## config.mk

```make
export PLATFORM = sky130hd
export DESIGN_NAME = bcd_seg_scan_flat
export DESIGN_NICKNAME = d
export VERILOG_FILES = /design/src/rtl/bcd_seg_scan_pkg.sv /design/src/rtl/bcd_seg_scan_if.sv /design/src/rtl/seg7_decode.sv /design/src/rtl/bcd_seg_scan.sv /design/src/flat_wrapper.sv
export SDC_FILE = /design/constraint.sdc
export NUM_CORES = 1
export LEC_CHECK = 0
export ABC_AREA = 1
export BUFFER_PORTS_ARGS = -buffer_cell sky130_fd_sc_hd__buf_2
export CAP_MARGIN = 40
export CORE_MARGIN = 4
export CORE_UTILIZATION = 28
export CTS_CLUSTER_DIAMETER = 40
export DETAILED_ROUTE_END_ITERATION = 10
export PLACE_DENSITY_LB_ADDON = 0.05
export SYNTH_ARGS = -nofsm -noshare
export SYNTH_HDL_FRONTEND = slang
export SYNTH_SLANG_ARGS = --single-unit
```

## constraint.sdc

```tcl
create_clock -name clk -period 1.5 [get_ports clk]
set_clock_uncertainty 0.15 [all_clocks]
set_input_delay 0.3 -clock clk [delete_from_list [all_inputs] [get_ports clk]]
set_output_delay 0.3 -clock clk [all_outputs]
set_load 0.03 [all_outputs]
```

## src/rtl/bcd_seg_scan_pkg.sv

```systemverilog
// Shared types and active-low segment codes for the BCD scan display.
// Bit order of every code is {dp,g,f,e,d,c,b,a}; dp is always off.
package bcd_seg_scan_pkg;

  typedef logic [7:0] seg_t;

  localparam seg_t SEG_0     = 8'hC0;
  localparam seg_t SEG_1     = 8'hF9;
  localparam seg_t SEG_2     = 8'hA4;
  localparam seg_t SEG_3     = 8'hB0;
  localparam seg_t SEG_4     = 8'h99;
  localparam seg_t SEG_5     = 8'h92;
  localparam seg_t SEG_6     = 8'h82;
  localparam seg_t SEG_7     = 8'hF8;
  localparam seg_t SEG_8     = 8'h80;
  localparam seg_t SEG_9     = 8'h90;
  localparam seg_t SEG_DASH  = 8'hBF;
  localparam seg_t SEG_BLANK = 8'hFF;

  // Index width that stays legal for a single-digit build.
  function automatic int idx_w(input int n);
    return (n > 1) ? $clog2(n) : 1;
  endfunction

endpackage

```

## src/rtl/bcd_seg_scan_if.sv

```systemverilog
// Counter-to-display bus: snapshot strobe and packed BCD in, scan drive out.
interface bcd_seg_scan_if #(
  parameter int DIGITS = 3
);
  logic                  upd;
  logic [4*DIGITS-1:0]   bcd_in;
  logic [DIGITS-1:0]     sel;
  logic [7:0]            seg;
  logic                  scan_tick;

  modport master (
    output upd, bcd_in,
    input  sel, seg, scan_tick
  );

  modport slave (
    input  upd, bcd_in,
    output sel, seg, scan_tick
  );
endinterface

```

## src/rtl/seg7_decode.sv

```systemverilog
// Combinational BCD nibble to active-low 7-segment code; invalid nibbles show a dash.
module seg7_decode
  import bcd_seg_scan_pkg::*;
(
  input  logic [3:0] nib,
  input  logic       blank,
  output seg_t       seg
);

  always_comb begin
    seg = SEG_DASH;
    if (blank) begin
      seg = SEG_BLANK;
    end else begin
      case (nib)
        4'd0:    seg = SEG_0;
        4'd1:    seg = SEG_1;
        4'd2:    seg = SEG_2;
        4'd3:    seg = SEG_3;
        4'd4:    seg = SEG_4;
        4'd5:    seg = SEG_5;
        4'd6:    seg = SEG_6;
        4'd7:    seg = SEG_7;
        4'd8:    seg = SEG_8;
        4'd9:    seg = SEG_9;
        default: seg = SEG_DASH;
      endcase
    end
  end

endmodule

```

## src/rtl/bcd_seg_scan.sv

```systemverilog
// Snapshots a packed BCD value and scans it onto a multiplexed common-anode display.
// Optional leading-zero blanking via `BCD_SEG_LZ_BLANK_EN.
module bcd_seg_scan
  import bcd_seg_scan_pkg::*;
#(
  parameter int DIGITS   = 3,
  parameter int SCAN_DIV = 50000,
  parameter int DIV_W    = 16
) (
  input  logic           clk,
  input  logic           rst,
  bcd_seg_scan_if.slave  bus
);

  localparam int IDX_W = idx_w(DIGITS);

  logic [4*DIGITS-1:0] snap;
  logic [DIV_W-1:0]    div;
  logic [IDX_W-1:0]    idx;
  logic                div_wrap;
  logic                blank;
  logic [3:0]          nib;
  seg_t                seg_nxt;

  assign div_wrap = (div == DIV_W'(SCAN_DIV - 1));

  always_comb begin
    nib = '0;
    for (int i = 0; i < DIGITS; i++)
      if (idx == IDX_W'(i)) nib = snap[4*i +: 4];
  end

`ifdef BCD_SEG_LZ_BLANK_EN
  // nz_above[i]: some nibble at position i or higher is non-zero (invalid codes count).
  logic [DIGITS:1]   nz_above;
  logic [DIGITS-1:0] blank_mask;

  assign nz_above[DIGITS] = 1'b0;
  assign blank_mask[0]    = 1'b0;
  for (genvar g = 1; g < DIGITS; g++) begin : g_lz
    assign nz_above[g]   = (snap[4*g +: 4] != 4'd0) | nz_above[g+1];
    assign blank_mask[g] = ~nz_above[g];
  end

  always_comb begin
    blank = 1'b0;
    for (int i = 0; i < DIGITS; i++)
      if (idx == IDX_W'(i)) blank = blank_mask[i];
  end
`else
  assign blank = 1'b0;
`endif

  seg7_decode u_dec (
    .nib   (nib),
    .blank (blank),
    .seg   (seg_nxt)
  );

  always_ff @(posedge clk or posedge rst) begin
    if (rst) begin
      snap          <= '0;
      div           <= '0;
      idx           <= '0;
      bus.scan_tick <= 1'b0;
      bus.sel       <= '1;
      bus.seg       <= SEG_BLANK;
    end else begin
      if (bus.upd) snap <= bus.bcd_in;

      if (div_wrap) begin
        div           <= '0;
        bus.scan_tick <= 1'b1;
        idx           <= (idx == IDX_W'(DIGITS - 1)) ? '0 : idx + 1'b1;
      end else begin
        div           <= div + 1'b1;
        bus.scan_tick <= 1'b0;
      end

      // Output stage lags idx/snap by one clock so the pins are glitch-free.
      bus.sel <= ~(DIGITS'(1) << idx);
      bus.seg <= seg_nxt;
    end
  end

endmodule
```

## src/flat_wrapper.sv

```systemverilog
// flat-port wrapper written by rule: the top's interface ports become plain ports
module bcd_seg_scan_flat import bcd_seg_scan_pkg::*;
#(
  parameter int DIGITS   = 3,
  parameter int SCAN_DIV = 50000,
  parameter int DIV_W    = 16
)
  (clk, rst, bus_upd, bus_bcd_in, bus_sel, bus_seg, bus_scan_tick);
  bcd_seg_scan_if #(.DIGITS(DIGITS)) bus_i ();
  input  logic clk;
  input  logic rst;
  input wire logic [$bits(bus_i.upd)-1:0] bus_upd;
  input wire logic [$bits(bus_i.bcd_in)-1:0] bus_bcd_in;
  output wire logic [$bits(bus_i.sel)-1:0] bus_sel;
  output wire logic [$bits(bus_i.seg)-1:0] bus_seg;
  output wire logic [$bits(bus_i.scan_tick)-1:0] bus_scan_tick;
  assign bus_i.upd = bus_upd;
  assign bus_i.bcd_in = bus_bcd_in;
  assign bus_sel = bus_i.sel;
  assign bus_seg = bus_i.seg;
  assign bus_scan_tick = bus_i.scan_tick;
  bcd_seg_scan #(.DIGITS(DIGITS), .SCAN_DIV(SCAN_DIV), .DIV_W(DIV_W)) u_core (.clk(clk), .rst(rst), .bus(bus_i));
endmodule
```

==> results.py <==
metrics = {
    "layout": {
        "layout.nets": 282,
        "areaGrowthSynthToFinish_pct": 30.14,
        "fin_util_pct": 37.31,
        "fillers": 745,
        "drive_gt1_share_pct": 46.24,
        "multi_input_area_um2": 975.9,
        "register_area_um2": 1042,
        "antenna_cells": 0,
        "finish.cell_count_without_fillers": 365,
    },
    "synth": {
        "syn-num-nets": 231,
        "avgSynthCellArea_um2": 9.717,
        "yosysTopAreaCellShare_pct": 37.30,
        "synth_area_um2": 2079,
        "ys_warn_count": 0,
        "netlist-cell-type-count": 31,
        "ys_ff_latch": 41,
        "seq_area_frac_synth_pct": 49.94,
        "netlist_top_cells_area": "dfrtp_1 37%, dfstp_2 13%, nand2_1 6.9%",
        "synth-edff-count": 0,
        "synth_ff_type": "dfrtp_1",
        "synthArstFlopShare_pct": 100.0,
        "synth_commonest_cells": "38 x nand2_1, 31 x dfrtp_1, 24 x inv_1",
        "synthCells": 214,
        "yosysMostFrequentCell": "nand2_1",
        "post-synth-top-area-cell": "dfrtp_1",
    },
    "timing": {
        "min_period_over_period_pct": 100.0,
        "period_needed_ns": 1.500,
        "setup_ws_ns": -0.0002651,
        "finalSetupViolations": 1,
        "rsz0062_at_grt": "yes",
        "finalMaxSlewViolations": 0,
        "finalHoldViolCount": 0,
        "max_freq_ghz": 0.6665,
        "holdWs_ns": 0.06061,
    },
    "floorplanning": {
        "die_w_um": 94.18,
        "dieHeight_um": 94.18,
        "die_area_um2": 8870,
        "start_util_pct": 28.67,
        "ios": 27,
        "core_um2": 7253,
        "rows": 31,
    },
    "placed_design": {
        "dp_slack_ns": -0.001885,
        "dpl.hpwl_um": 3154,
        "gp_congestion": 0.7278,
        "placed_cells": 352,
        "io_buffers": 25,
    },
    "clock_network": {
        "cts.clk_slew.worst_paths_ns": 0.08,
        "cts-root-buf": "clkbuf_8",
        "cts_max_level": 2,
        "numCtsBuffers": 5,
        "tritoncts": "done",
        "insertion_delay_ns": 0.29,
        "cts_buffer_depth": 2,
        "cts.sinks": 41,
    },
    "route": {
        "route.detailed.drc": 0,
        "vias": 1509,
        "drt-initial-drc-count": 56,
        "wire_per_inst_um": 11.69,
        "viasPerCell": 4.134,
        "wl_um": 4268,
        "dr.pass1.iters": 4,
        "ant_nets": 0,
    },
    "job": {
        "cap_violations": 0,
    },
    "grt": {
        "grt_pass1_vias": 1578,
        "grt_pass1_wl_um": 7300,
        "grt_antenna_before_repair": 0,
        "grt_use_total_pct": 10.70,
        "overflow": 0,
        "grt_max_degree": 42,
    },
    "critical_path": {
        "max_stage_delay_ns": 0.47,
        "arrival_ns": 1.59,
        "critPathSlowestCell": "dfrtp_2",
        "path_buf_inv": 1,
        "cpMostUsedCell": "nand2_1",
        "critPathRequiredTime_ns": 1.59,
        "path_cells": "nor2_4 -> nand2_2 -> nand3_4 -> ha_4 -> nand2_4 -> inv_2 -> nor2_1 -> nand2_1 -> nand2_1",
        "end_kind": "flip-flop",
        "setup.worst_path.class": "flip-flop to flip-flop",
        "start_kind": "flip-flop",
        "reg2reg_slack_ns": -0.0003,
        "crit_fanout": 6,
        "cp_top_family": "simple AND/OR/NAND/NOR gates",
    },
    "run_status": {
        "outcome": "complete, but fails checks",
        "violations": "setup timing",
    },
    "pwr": {
        "power_w": 0.002483,
        "p_leak_nw": 1.243,
        "vdd_drop_max_mv": 0.2879,
        "power.density_nw_per_um2": 917.6,
    },
    "min_path": {
        "hp-class": "input port to flip-flop",
    },
}
[cell type report]
cell class | instances | share of cell area (%)
multi-input cells | 139 | 36.06
repair buffers | 48 | 12.30
flip-flops and latches | 41 | 38.51
well taps | 99 | 4.577
clock inverters | 1 | 1.110
clock buffers | 7 | 3.190
inverters | 30 | 4.253
[worst register-to-register path: stages, from the launching register on]
cell and delay (ns):
dfrtp_2 0.47, nor2_4 0.18, nand2_2 0.08, nand3_4 0.09, ha_4 0.20, nand2_4 0.06
inv_2 0.03, nor2_1 0.07, nand2_1 0.05, nand2_1 0.05
[through the flow]
step,setup TNS [ns],instance area (um2)
2_1_floorplan,-0.003932,2106
3_3_place_gp,0,2480
3_5_place_dp,-0.001885,2480
4_1_cts,0,2608
5_1_grt,-0.3634,2706
6_report,-0.0002651,2706
[layer usage]
metal	global-route usage, %	wire [um]	vias up	share of wire, %
met3	2.644	122	5	2.9
met4	3.971	64	0	1.5
met2	19.56	2203	15	52
li1	-	-	772	-
met1	11.85	1878	717	44
met5	0	0	-	0
[power breakdown]
| part | leakage [nW] | switching [W] | total [W] | internal [W] |
|---|---|---|---|---|
| combinational | 0.691 | 0.000195 | 0.000320 | 0.000125 |
| clock | 0.0585 | 0.000404 | 0.000947 | 0.000543 |
| sequential | 0.493 | 0.0000286 | 0.00122 | 0.00119 |
| total | 1.24 | 0.000628 | 0.00248 | 0.00186 |
[sequential cells by signal (all words and copies together), names as in the netlist]
signal	flops
u_core.bus.scan_tick	1
u_core.bus.seg	7
u_core.bus.sel	3
u_core.div	16
u_core.idx	2
u_core.snap	12
[cell families (layout without fill, tap and decap cells)]
kind of cell / Yosys count / count (layout) / synth area share [%]
AOI/OAI and AO/OA: 12 / 12 / 4.272
adders and majority gates: 2 / 2 / 1.203
buffers and inverters: 34 / 86 / 7.100
other: 1 / 1 / 0.1803
and+or+nand+nor: 104 / 104 / 27.56
muxes: 11 / 11 / 5.957
xor gates and xnor gates: 9 / 9 / 3.791
DFF: 41 / 41 / 49.94
[what timing repair did]
item | CTS | global route
hold buffers | 1 | 0
setup endpoints to repair | 1 | 19
pin swaps | 0 | 8
gates resized for setup | 1 | 17
endpoints found under the hold margin | 31 | 0
cloned | 0 | 0
setup buffers | 0 | 4
[placed cells by master (no fill, tap or decap), types with 3 or more instances in the layout]
cell,count
nand2_1,36
dfrtp_1,28
buf_2,25
inv_1,20
buf_4,18
nand3_1,17
nor2_1,15
mux2_2,11
dfstp_2,10
xor2_1,9
inv_2,8
nor2_4,7
nor2_2,6
nand3_4,6
clkbuf_8,6
nand2_2,5
nand4_1,3
a21oi_1,3
dfrtp_2,3
[final timing paths]
| path | from | endpoint | cells past startpoint |
|---|---|---|---|
| max | u_core.idx[0] | u_core.bus.seg[3] | 9 |
| max reg2reg | u_core.idx[0] | u_core.bus.seg[3] | 9 |
| min reg2reg | u_core.snap[7] | u_core.snap[7] | 1 |
| max in group asynchronous | rst | u_core.bus.seg[4] | 4 |
| min | bus_bcd_in[2] | u_core.snap[2] | 3 |
| min in group asynchronous | rst | u_core.div[10] | 4 |
No activity file was read; power rests on OpenSTA's default activity.
